**config.mk**
```make
export PLATFORM = sky130hd
export DESIGN_NAME = uart_rx_core
export DESIGN_NICKNAME = d
export VERILOG_FILES = /design/src/rtl/uart_rx_core.sv
export SDC_FILE = /design/constraint.sdc
export NUM_CORES = 1
export LEC_CHECK = 0
export BUFFER_PORTS_ARGS = -buffer_cell sky130_fd_sc_hd__clkbuf_2
export CAP_MARGIN = 20
export CORE_AREA = 2 2 63 65
export CTS_BUF_LIST = sky130_fd_sc_hd__clkbuf_2 sky130_fd_sc_hd__clkbuf_4 sky130_fd_sc_hd__clkbuf_8
export DETAILED_ROUTE_END_ITERATION = 7
export DIE_AREA = 0 0 65 67
export PLACE_DENSITY = 0.77
export RECOVER_POWER = 100
export SLEW_MARGIN = 30
export SYNTH_ARGS = -nofsm -noshare
export SYNTH_HDL_FRONTEND = slang
export SYNTH_SLANG_ARGS = --single-unit
```
**constraint.sdc**
```tcl
create_clock -name clk -period 3.1 [get_ports clk]
set_clock_uncertainty 0.1 [all_clocks]
set_input_delay 0.775 -clock clk [delete_from_list [all_inputs] [get_ports clk]]
set_output_delay 0.775 -clock clk [all_outputs]
set_load 0.01 [all_outputs]
```
**src/rtl/uart_rx_core.sv**
```systemverilog
// Oversampling UART receiver with ready/valid holding register and error pulses.
// Optional parity checking is compiled in when UART_RX_PARITY_EN is defined.
module uart_rx_core #(
  parameter int BAUD_DIV   = 434,
  parameter int DATA_BITS  = 8,
  parameter int STOP_BITS  = 1,
  parameter int PARITY_ODD = 0
) (
  input  logic                 clk,
  input  logic                 rst,
  input  logic                 rxd,
  output logic [DATA_BITS-1:0] dout,
  output logic                 dout_val,
  input  logic                 dout_rdy,
  output logic                 frame_err,
  output logic                 parity_err,
  output logic                 overrun,
  output logic                 busy
);

  if (BAUD_DIV < 8 || BAUD_DIV > 65535) begin : g_bad_baud
    $error("uart_rx_core: BAUD_DIV out of range");
  end
  if (DATA_BITS < 5 || DATA_BITS > 8) begin : g_bad_data
    $error("uart_rx_core: DATA_BITS out of range");
  end
  if (STOP_BITS < 1 || STOP_BITS > 2) begin : g_bad_stop
    $error("uart_rx_core: STOP_BITS must be 1 or 2");
  end
  if (PARITY_ODD < 0 || PARITY_ODD > 1) begin : g_bad_par
    $error("uart_rx_core: PARITY_ODD must be 0 or 1");
  end

  localparam logic [15:0] BIT_END  = 16'(BAUD_DIV - 1);
  localparam logic [15:0] HALF_END = 16'(BAUD_DIV / 2 - 1);
  localparam logic [3:0]  DATA_END = 4'(DATA_BITS - 1);
  localparam logic        STOP_END = (STOP_BITS == 2);

  typedef enum logic [2:0] {
    IDLE,
    START,
    DATA,
`ifdef UART_RX_PARITY_EN
    PARITY,
`endif
    STOP
  } state_t;

  state_t state, state_nxt;

  logic                 sync1;
  logic                 rxs;
  logic                 sync_live;
  logic                 armed;
  logic [15:0]          timer;
  logic [3:0]           bit_cnt;
  logic                 stop_cnt;
  logic [DATA_BITS-1:0] payload;
  logic                 done;
  logic                 ferr_acc;
  logic                 tick;
  logic                 fall;

  // The edge is taken from the synchroniser pair itself so START begins on the
  // same clock that rxs goes low; armed blocks edges until a real high is seen.
  assign fall = armed & rxs & ~sync1;
  assign tick = (state == START) ? (timer == HALF_END) : (timer == BIT_END);
  assign busy = (state != IDLE);

  always_ff @(posedge clk) begin
    if (rst) state <= IDLE;
    else     state <= state_nxt;
  end

  always_comb begin
    state_nxt = state;
    case (state)
      IDLE:  if (fall) state_nxt = START;
      START: if (tick) state_nxt = rxs ? IDLE : DATA;
      DATA: begin
        if (tick && bit_cnt == DATA_END) begin
`ifdef UART_RX_PARITY_EN
          state_nxt = PARITY;
`else
          state_nxt = STOP;
`endif
        end
      end
`ifdef UART_RX_PARITY_EN
      PARITY: if (tick) state_nxt = STOP;
`endif
      STOP:  if (tick && stop_cnt == STOP_END) state_nxt = IDLE;
      default: state_nxt = IDLE;
    endcase
  end

`ifdef UART_RX_PARITY_EN
  logic perr_acc;
`endif

  always_ff @(posedge clk) begin
    if (rst) begin
      sync1     <= 1'b1;
      rxs       <= 1'b1;
      sync_live <= 1'b0;
      armed     <= 1'b0;
      timer     <= '0;
      bit_cnt   <= '0;
      stop_cnt  <= 1'b0;
      payload   <= '0;
      done      <= 1'b0;
      ferr_acc  <= 1'b0;
`ifdef UART_RX_PARITY_EN
      perr_acc  <= 1'b0;
`endif
    end else begin
      sync1     <= rxd;
      rxs       <= sync1;
      sync_live <= 1'b1;
      armed     <= armed | (sync_live & sync1);
      done      <= 1'b0;
      if (state == IDLE || tick) timer <= '0;
      else                       timer <= timer + 16'd1;
      case (state)
        START: begin
          if (tick) begin
            bit_cnt  <= '0;
            stop_cnt <= 1'b0;
            ferr_acc <= 1'b0;
`ifdef UART_RX_PARITY_EN
            perr_acc <= 1'b0;
`endif
          end
        end
        DATA: begin
          if (tick) begin
            payload <= {rxs, payload[DATA_BITS-1:1]};
            bit_cnt <= bit_cnt + 4'd1;
          end
        end
`ifdef UART_RX_PARITY_EN
        PARITY: begin
          if (tick) perr_acc <= rxs ^ (^payload) ^ (PARITY_ODD != 0);
        end
`endif
        STOP: begin
          if (tick) begin
            if (!rxs) ferr_acc <= 1'b1;
            stop_cnt <= stop_cnt + 1'b1;
            if (stop_cnt == STOP_END) done <= 1'b1;
          end
        end
        default: ;
      endcase
    end
  end

  // Completion cycle: exactly one outcome, frame error first, then parity, then
  // delivery into the holding register or an overrun if it cannot be freed.
  always_ff @(posedge clk) begin
    if (rst) begin
      dout       <= '0;
      dout_val   <= 1'b0;
      frame_err  <= 1'b0;
      overrun    <= 1'b0;
`ifdef UART_RX_PARITY_EN
      parity_err <= 1'b0;
`endif
    end else begin
      frame_err  <= 1'b0;
      overrun    <= 1'b0;
`ifdef UART_RX_PARITY_EN
      parity_err <= 1'b0;
`endif
      if (dout_val && dout_rdy) dout_val <= 1'b0;
      if (done) begin
        if (ferr_acc) frame_err <= 1'b1;
`ifdef UART_RX_PARITY_EN
        else if (perr_acc) parity_err <= 1'b1;
`endif
        else if (!dout_val || dout_rdy) begin
          dout     <= payload;
          dout_val <= 1'b1;
        end else overrun <= 1'b1;
      end
    end
  end

`ifndef UART_RX_PARITY_EN
  assign parity_err = 1'b0;
`endif

endmodule

```
==> summary by stage, run 1 <==
Clock network
The clock tree from TritonCTS is done. Once the clock tree was built, the setup fixing pass inserted 0 buffers. The number of buffers between clock root and the deepest sink is 2. The buffer type at the clock tree root is sky130_fd_sc_hd__clkbuf_8. The number of levels the H-tree was split into is 2. In this run, CTS created clock tree buffers numbering 5. Clock-pin slew was measured on the worst setup and hold paths at 0.08 ns. The hold buffer count at CTS is 0. For the worst-skew pair, the clock arrives at the later sink with an insertion delay of 0.29 ns. Clock tree synthesis found a total of 48 sinks. The quantity of gates resized following cts is 0.

Power
Sequential cells account for 57.5% of the total power. The worst IR drop on VDD is 257 uV. The power per standard cell area is 502 mW/mm^2. Internal power comes to 0.000878 W. The part of the power in combinational logic is 2.3%. The analysis attributes to cell leakage a power of 0.744 nW.

In this run the power spent charging and discharging nets is 0.000213 W. The switching fraction of total power is 19.5%. The share of total power dissipated in the clock network is 40.2%.

Synth
The cell area that synthesis handed to floorplanning was 0.00198 mm^2. The number of standard cells after synthesis is 209. Among all flip-flop cells after synthesis, the most frequent one is sky130_fd_sc_hd__dfxtp_1. The cell type with the highest aggregate area in the netlist is sky130_fd_sc_hd__dfxtp_1. The synthesized design contains 0 enable-type register cells. Each instance of the synthesized netlist takes up on average 9.46 um^2. The fraction of registers with async set or reset after synthesis is 0%. By area the synthesized netlist is led by sky130_fd_sc_hd__dfxtp_1 49%, sky130_fd_sc_hd__mux2i_1 8.1%, sky130_fd_sc_hd__nor2_1 6.8%, sky130_fd_sc_hd__xor2_1 4.0%, sky130_fd_sc_hd__a21oi_1 2.3%. The post-synth net total is 215. The number of storage elements in the synthesis netlist is 48. The proportion of synthesized chip area in sequential cells is 48.6%. The distinct cell type count of the synthesized netlist is 41. Yosys printed 0 warnings. In this run the biggest area consumer among cell types represents 48.6% of the synthesized area.

Worst setup path
The worst setup path is of the flop to primary output kind. The startpoint type of the worst setup path is a flop. The worst-path cell with the longest stage delay is sky130_fd_sc_hd__clkbuf_1. Walking the worst path, the cells encountered are clkbuf_1, nor2_1, inv_1, clkbuf_2. The worst setup path is captured at a primary output. At the worst endpoint, the required time is 2.22 ns. The maximum fanout count along the critical path is 15. The family with the most delay on the worst path is buffers and inverters. The longest individual stage delay on the worst path is 0.51 ns.

STA puts the critical path data arrival time at 1.66 ns. The sum of buffers and inverters on the critical path is 3.

Layout
Leaving out fill and tap cells, the most frequent cells in the layout are 48 x sky130_fd_sc_hd__dfxtp_1, 36 x sky130_fd_sc_hd__nor2_1, 16 x sky130_fd_sc_hd__mux2i_1. The layout has 332 filler cells. The share of layout cells above drive strength 1 is 7.56%.

The non-filler instance count after layout is 273. The antenna diode instance count is 0. The area growth from synthesis to layout is 9.94%. The most frequent standard cell in the layout excluding fill and tap cells is sky130_fd_sc_hd__dfxtp_1.

Once layout is complete, the utilization of the core stands at 60.3%. In the final design database the tool counted 230 nets.

Routing
The first detailed-routing pass ran for 4 iterations. The post-detailed-route count of antenna-violating nets is 0. The via total after detailed routing is 1461. The initial detailed-routing violation count is 81. After detailed routing, the number of vias per cell comes to 5.35. For this run, design rule violations remaining after detail routing come to 0.

The wire length per cell is 12.1 um. Wires add up to 3290 um.

STA
The minimum setup slack in the final design is 0.561 ns. The worst pin sits at a relative slew slack of 19.4%. The setup-violating endpoint count in the final report is 0. The upper clock frequency limit is 394 MHz. For the finished layout, the period the worst path requires is 2.54 ns. For the pin with the worst max-slew slack, the measured transition is 1.21 ns. The count of endpoints failing hold in the final timing report is 0. The count of final max-slew check failures is 0. Setup repair after global routing left no endpoint under its margin. The share of the clock period used by the worst path after layout is 81.9%. Summed over all failing endpoints, the final setup total negative slack is 0 ns.

Floorplanning
The initial core utilization is 54.8%. In this run the core area contains 22 standard-cell rows. After floorplanning, the core was sized to cover 0.00361 mm^2. For this design the top-level I/O count stands at 17. The total die area is 0.00436 mm^2.

The die outline width is 65 um. Measured along the y axis, the die boundary spans 67 um.

Global route
The global-route wire length before repair is 5840 um. Across every metal layer, demand over resource in global routing totals 17.6%. The initial antenna violation count was 0. Entering global routing, the biggest net connects 30 pins.

The overall overflow remaining after global route is 0. The number of global-route vias before repair is 1330.

Placed design
The total of buffers placed on input and output ports is 15. The cell total after placement is 265. The weighted congestion reported at the end of routability-driven placement is 0.841.

The total half-perimeter wirelength after legalization and detailed placement is 2250 um. The post-placement setup slack is 0.804 ns.

Outcome
The run finished with clean final reports.

Run
Across the run, the number of max-cap violations was 0.

Min path
The type of the worst min-delay path is flop to flop.
-- registers in the layout (all words and copies together), names as in the netlist, 2 cells and up --
| register | cells |
|---|---|
| dout | 8 |
| timer | 16 |
| payload | 8 |
| state | 2 |
| bit_cnt | 4 |
-- per-stage QoR --
step	hold slack (ns)	cell area (um^2)	power, W
floorplan	0.333	1980	0.000661
global placement	0.347	2080	0.000668
detailed placement	0.359	2080	0.000668
CTS	0.379	2190	0.00111
global route	0.413	2170	0.00113
finish	0.375	2170	0.00109
-- power groups by stage --
stage	Combinational, W	Clock [W]	Sequential (W)
global route	0.0000287	0.000476	0.000628
global placement	0.0000262	0	0.000642
CTS	0.0000265	0.000451	0.000627
floorplan	0.0000208	0	0.000640
detailed placement	0.0000264	0	0.000642
finish	0.0000253	0.000438	0.000627
-- cells in the mapped netlist, drive strengths merged, types with 3 or more instances --
cell,n
nand2b,3
mux2i,16
a31oi,4
a21oi,9
nor2,36
xnor2,5
o21ai,4
dfxtp,48
buf,4
nand2,7
and4,3
and3,5
nand3,8
clkbuf,6
xor2,9
inv,8
nand4,4
-- per-layer routing --
layer  track usage, %  up-vias  part of all wire, %
met5                0        -                    0
met4             8.51        0                  2.2
met3             5.07        8                  4.2
met2             25.8       27                   43
met1             23.7      672                   50
li1                 -      754                    -
-- final cells by class --
class	count	area (um^2)	share of cell area (%)
clock inverter	2	35.0	1.61
inverter	8	30.0	1.38
timing repair buffer	18	76.3	3.51
tap	48	60.1	2.76
multi-input combinational	143	935	43.0
clock buffer	6	76.3	3.51
sequential	48	961	44.2
-- final timing paths --
kind              startpoint          to  cells after the start  slack [ns]
setup / recovery    state[0]        busy                      4        0.56
hold / removal     sync_live       armed                      2        0.38
setup reg to reg    state[1]  payload[6]                      5        0.75
hold reg to reg    sync_live       armed                      2        0.38
-- worst min-delay path, cell delays in order (launching register included) --
cell	delay (ns)
sky130_fd_sc_hd__dfxtp_1	0.32
sky130_fd_sc_hd__a21oi_1	0.06
sky130_fd_sc_hd__nor2_1	0.07
-- kinds of logic (layout without fill, tap and decap cells) --
group / after synthesis / after routing / share of synthesized area [%]
fa+ha+maj: 2 / 2 / 1.27
other cells: 1 / 1 / 0.190
flops: 48 / 48 / 48.6
buf+inv: 18 / 34 / 4.11
simple gates: 81 / 81 / 21.1
compound gates: 29 / 29 / 10.4
xor+xnor: 14 / 14 / 6.20
mux: 16 / 16 / 8.10
Power figures use the tool's default switching activity.
==> run 2, diff against run 1 <==
- PLACE_DENSITY: 0.77 -> 0.8
- clock period: 3.1 -> 2.11 ns (I/O delays scaled with it)
==> run 2 against run 1 <==
Net effect:
- power up 51%
- clock-buffer cell count unchanged
- routed wire length up 6.6%
- non-clock buffer count up 7
- cell area up 4.3%
- first-iteration DRC count up 31%
- largest cell class unchanged
- highest routed layer unchanged
==> summary by stage, run 2 (synthesized netlist as in run 1, its figures left out) <==
Outcome
Status: completed (unchanged).

Routing
The total detailed-routing wirelength is 3510 um (was 3290 um). The initial detailed-routing violation count is 106 (was 81). The wire length per cell was 12.5 um (was 12.1 um).

The first-pass detailed-route iteration total is 4 (unchanged). The number of remaining DRC errors is 0 (unchanged). The average via count per standard cell is 5.25 (was 5.35). The post-detailed-route count of antenna-violating nets is 0 (unchanged). The via total after detailed routing is 1471 (was 1461).

Clock network
The clock sink total came to 48 (unchanged). The clock edge transition at the registers on the reported setup and hold paths came to 0.09 ns (was 0.08 ns). The number of levels the H-tree was split into came to 2 (unchanged).

The hold buffer count at CTS is 0 (unchanged). The buffer type at the clock tree root is sky130_fd_sc_hd__clkbuf_8 (unchanged). The clock tree from TritonCTS was done (unchanged). The number of buffers between clock root and the deepest sink is 2 (unchanged). The insertion delay to the later sink of the worst-skew pair was 0.30 ns (was 0.29 ns). The number of CTS-inserted buffers is 5 (unchanged).

Worst setup path
The startpoint type of the worst setup path is a flop (unchanged). The endpoint required time on the critical path came to 1.48 ns (was 2.22 ns). The critical path data arrival time came to 1.38 ns (was 1.66 ns). The start-to-end type of the worst setup path is flop to primary output (unchanged). The launch instance of the worst register-to-register path was timer[8] (was state[1]). The maximum fanout count along the critical path is 15 (unchanged). The critical path startpoint is state[0] (unchanged). The nature of the critical path endpoint is a primary output (unchanged).

Power
The total design power is 0.00165 W (was 0.00109 W). The leakage power total is 0.786 nW (was 0.744 nW). The worst IR drop on VDD came to 475 uV (was 257 uV). The power per standard cell area is 728 mW/mm^2 (was 502 mW/mm^2).

STA
The minimum setup slack in the final design was 0.101 ns (was 0.561 ns). The upper clock frequency limit is 498 MHz. The shortest clock period the worst path allows after layout is 2.01 ns.

The sum of negative setup slack was 0 ns (unchanged). The count of endpoints failing hold in the final timing report is 0 (unchanged). The share of the clock period used by the worst path after layout is 95.2%. The setup-violating endpoint count in the final report is 0 (unchanged).

The final worst hold slack is 0.310 ns (was 0.375 ns). The slew at the pin closest to its max-slew limit is 0.550 ns (was 1.21 ns). The relative slew slack is 63.4% (was 19.4%). The count of final max-slew check failures is 0 (unchanged). RSZ-0062 raised after global routing: false (unchanged).

Layout
The cell area after layout is 0.00227 mm^2 (was 0.00217 mm^2). The area growth from synthesis to layout came to 14.7% (was 9.94%). Largest regs: timer: 16 flops, dout: 8 flops, payload: 8 flops (unchanged). The most flop-heavy register is timer (unchanged). The antenna diode instance count is 0 (unchanged). The share of layout cells above drive strength 1 was 11.2% (was 7.56%). The most frequent standard cell in the layout excluding fill and tap cells was sky130_fd_sc_hd__dfxtp_1 (unchanged). The flip-flop count of the largest register after layout is 16 (unchanged). Commonest cells after routing, fill and taps aside: 47 x sky130_fd_sc_hd__dfxtp_1, 36 x sky130_fd_sc_hd__nor2_1, 16 x sky130_fd_sc_hd__mux2i_1 (was 48 x sky130_fd_sc_hd__dfxtp_1, 36 x sky130_fd_sc_hd__nor2_1, 16 x sky130_fd_sc_hd__mux2i_1). The net count reported at finish is 237 (was 230).

Global route
The pin count of the biggest net entering global routing is 20 (was 30). The initial antenna violation count came to 0 (unchanged). The global-route wire length before repair is 5850 um (was 5840 um). The overall routing resource usage is 17.7% (was 17.6%). The number of global-route vias before repair is 1313 (was 1330). The overall overflow remaining after global route is 0 (unchanged).

Floorplanning
The number of placement rows was 22 (unchanged). The die outline height was 67 um (unchanged). The count of boundary I/O pins came to 17 (unchanged). The initial core utilization is 54.8% (unchanged). The die outline width is 65 um (unchanged).

The core area is 0.00361 mm^2 (unchanged). The total die area is 0.00436 mm^2 (unchanged).

Run
The count of max-cap constraint violations came to 0 (unchanged).

Placed design
The weighted congestion reported at the end of routability-driven placement came to 0.837 (was 0.841). The total of buffers placed on input and output ports came to 15 (unchanged). The post-placement setup slack was 0.106 ns (was 0.804 ns).

The total half-perimeter wirelength after legalization and detailed placement is 2360 um (was 2250 um). The placed cell area is 0.00214 mm^2 (was 0.00208 mm^2).

Min path
The type of the worst min-delay path was input pin to flop (was flop to flop). The hold path startpoint was rxd (was sync_live).
## run 2: changes by cell type in the layout (fill, tap and decap cells not counted), sizes merged
cell  before  now
buf        1    8
## run 2: repair_timing
item / 4_1_cts / 5_1_grt
endpoints found under the setup margin: 0 / 8
setup buffers: 0 / 1
resized for setup: 0 / 5
## run 2: layout make-up
cell class	instances	area, um^2
Tap cell	48	60.1
Fill cell	292	1340
Inverter	8	30.0
Multi-Input combinational cell	143	951
Sequential cell	48	962
Timing Repair Buffer	25	143
Clock buffer	6	82.6
Clock inverter	2	38.8
## run 2: critical path, cell delays in order (launching register included)
cell                       delay [ns]
sky130_fd_sc_hd__dfxtp_1         0.34
sky130_fd_sc_hd__buf_4           0.20
sky130_fd_sc_hd__nor2_1          0.30
sky130_fd_sc_hd__inv_1           0.10
sky130_fd_sc_hd__clkbuf_1        0.14
## run 2: power by group
| part | internal (W) | switching (W) |
|---|---|---|
| Clock | 0.000387 | 0.000301 |
| Sequential | 0.000914 | 0.00000763 |
| Combinational | 0.0000149 | 0.0000258 |
| Total | 0.00132 | 0.000334 |
## run 2: worst paths after layout
path	end	slack (ns)	cells past startpoint
worst max register to register	payload[5]	0.15	6
worst max-delay path	busy	0.10	4
worst min register to register	armed	0.37	2
worst min-delay path	sync1	0.31	2
## run 2: stage by stage
step                      std cells  utilization, %
after global routing            280            62.9
after CTS                       279            62.7
final                           280            62.9
after floorplan                 209               -
after global placement          271            59.4
after detailed placement        271            59.4
## run 2: metal layers
| layer | up-vias | GRT usage (%) | part of all wire [%] |
|---|---|---|---|
| met5 | - | 0 | 0 |
| met4 | 0 | 9.57 | 2.1 |
| met3 | 7 | 5.07 | 3.0 |
| met2 | 20 | 25.9 | 45 |
| met1 | 675 | 23.5 | 50 |
| li1 | 769 | - | - |
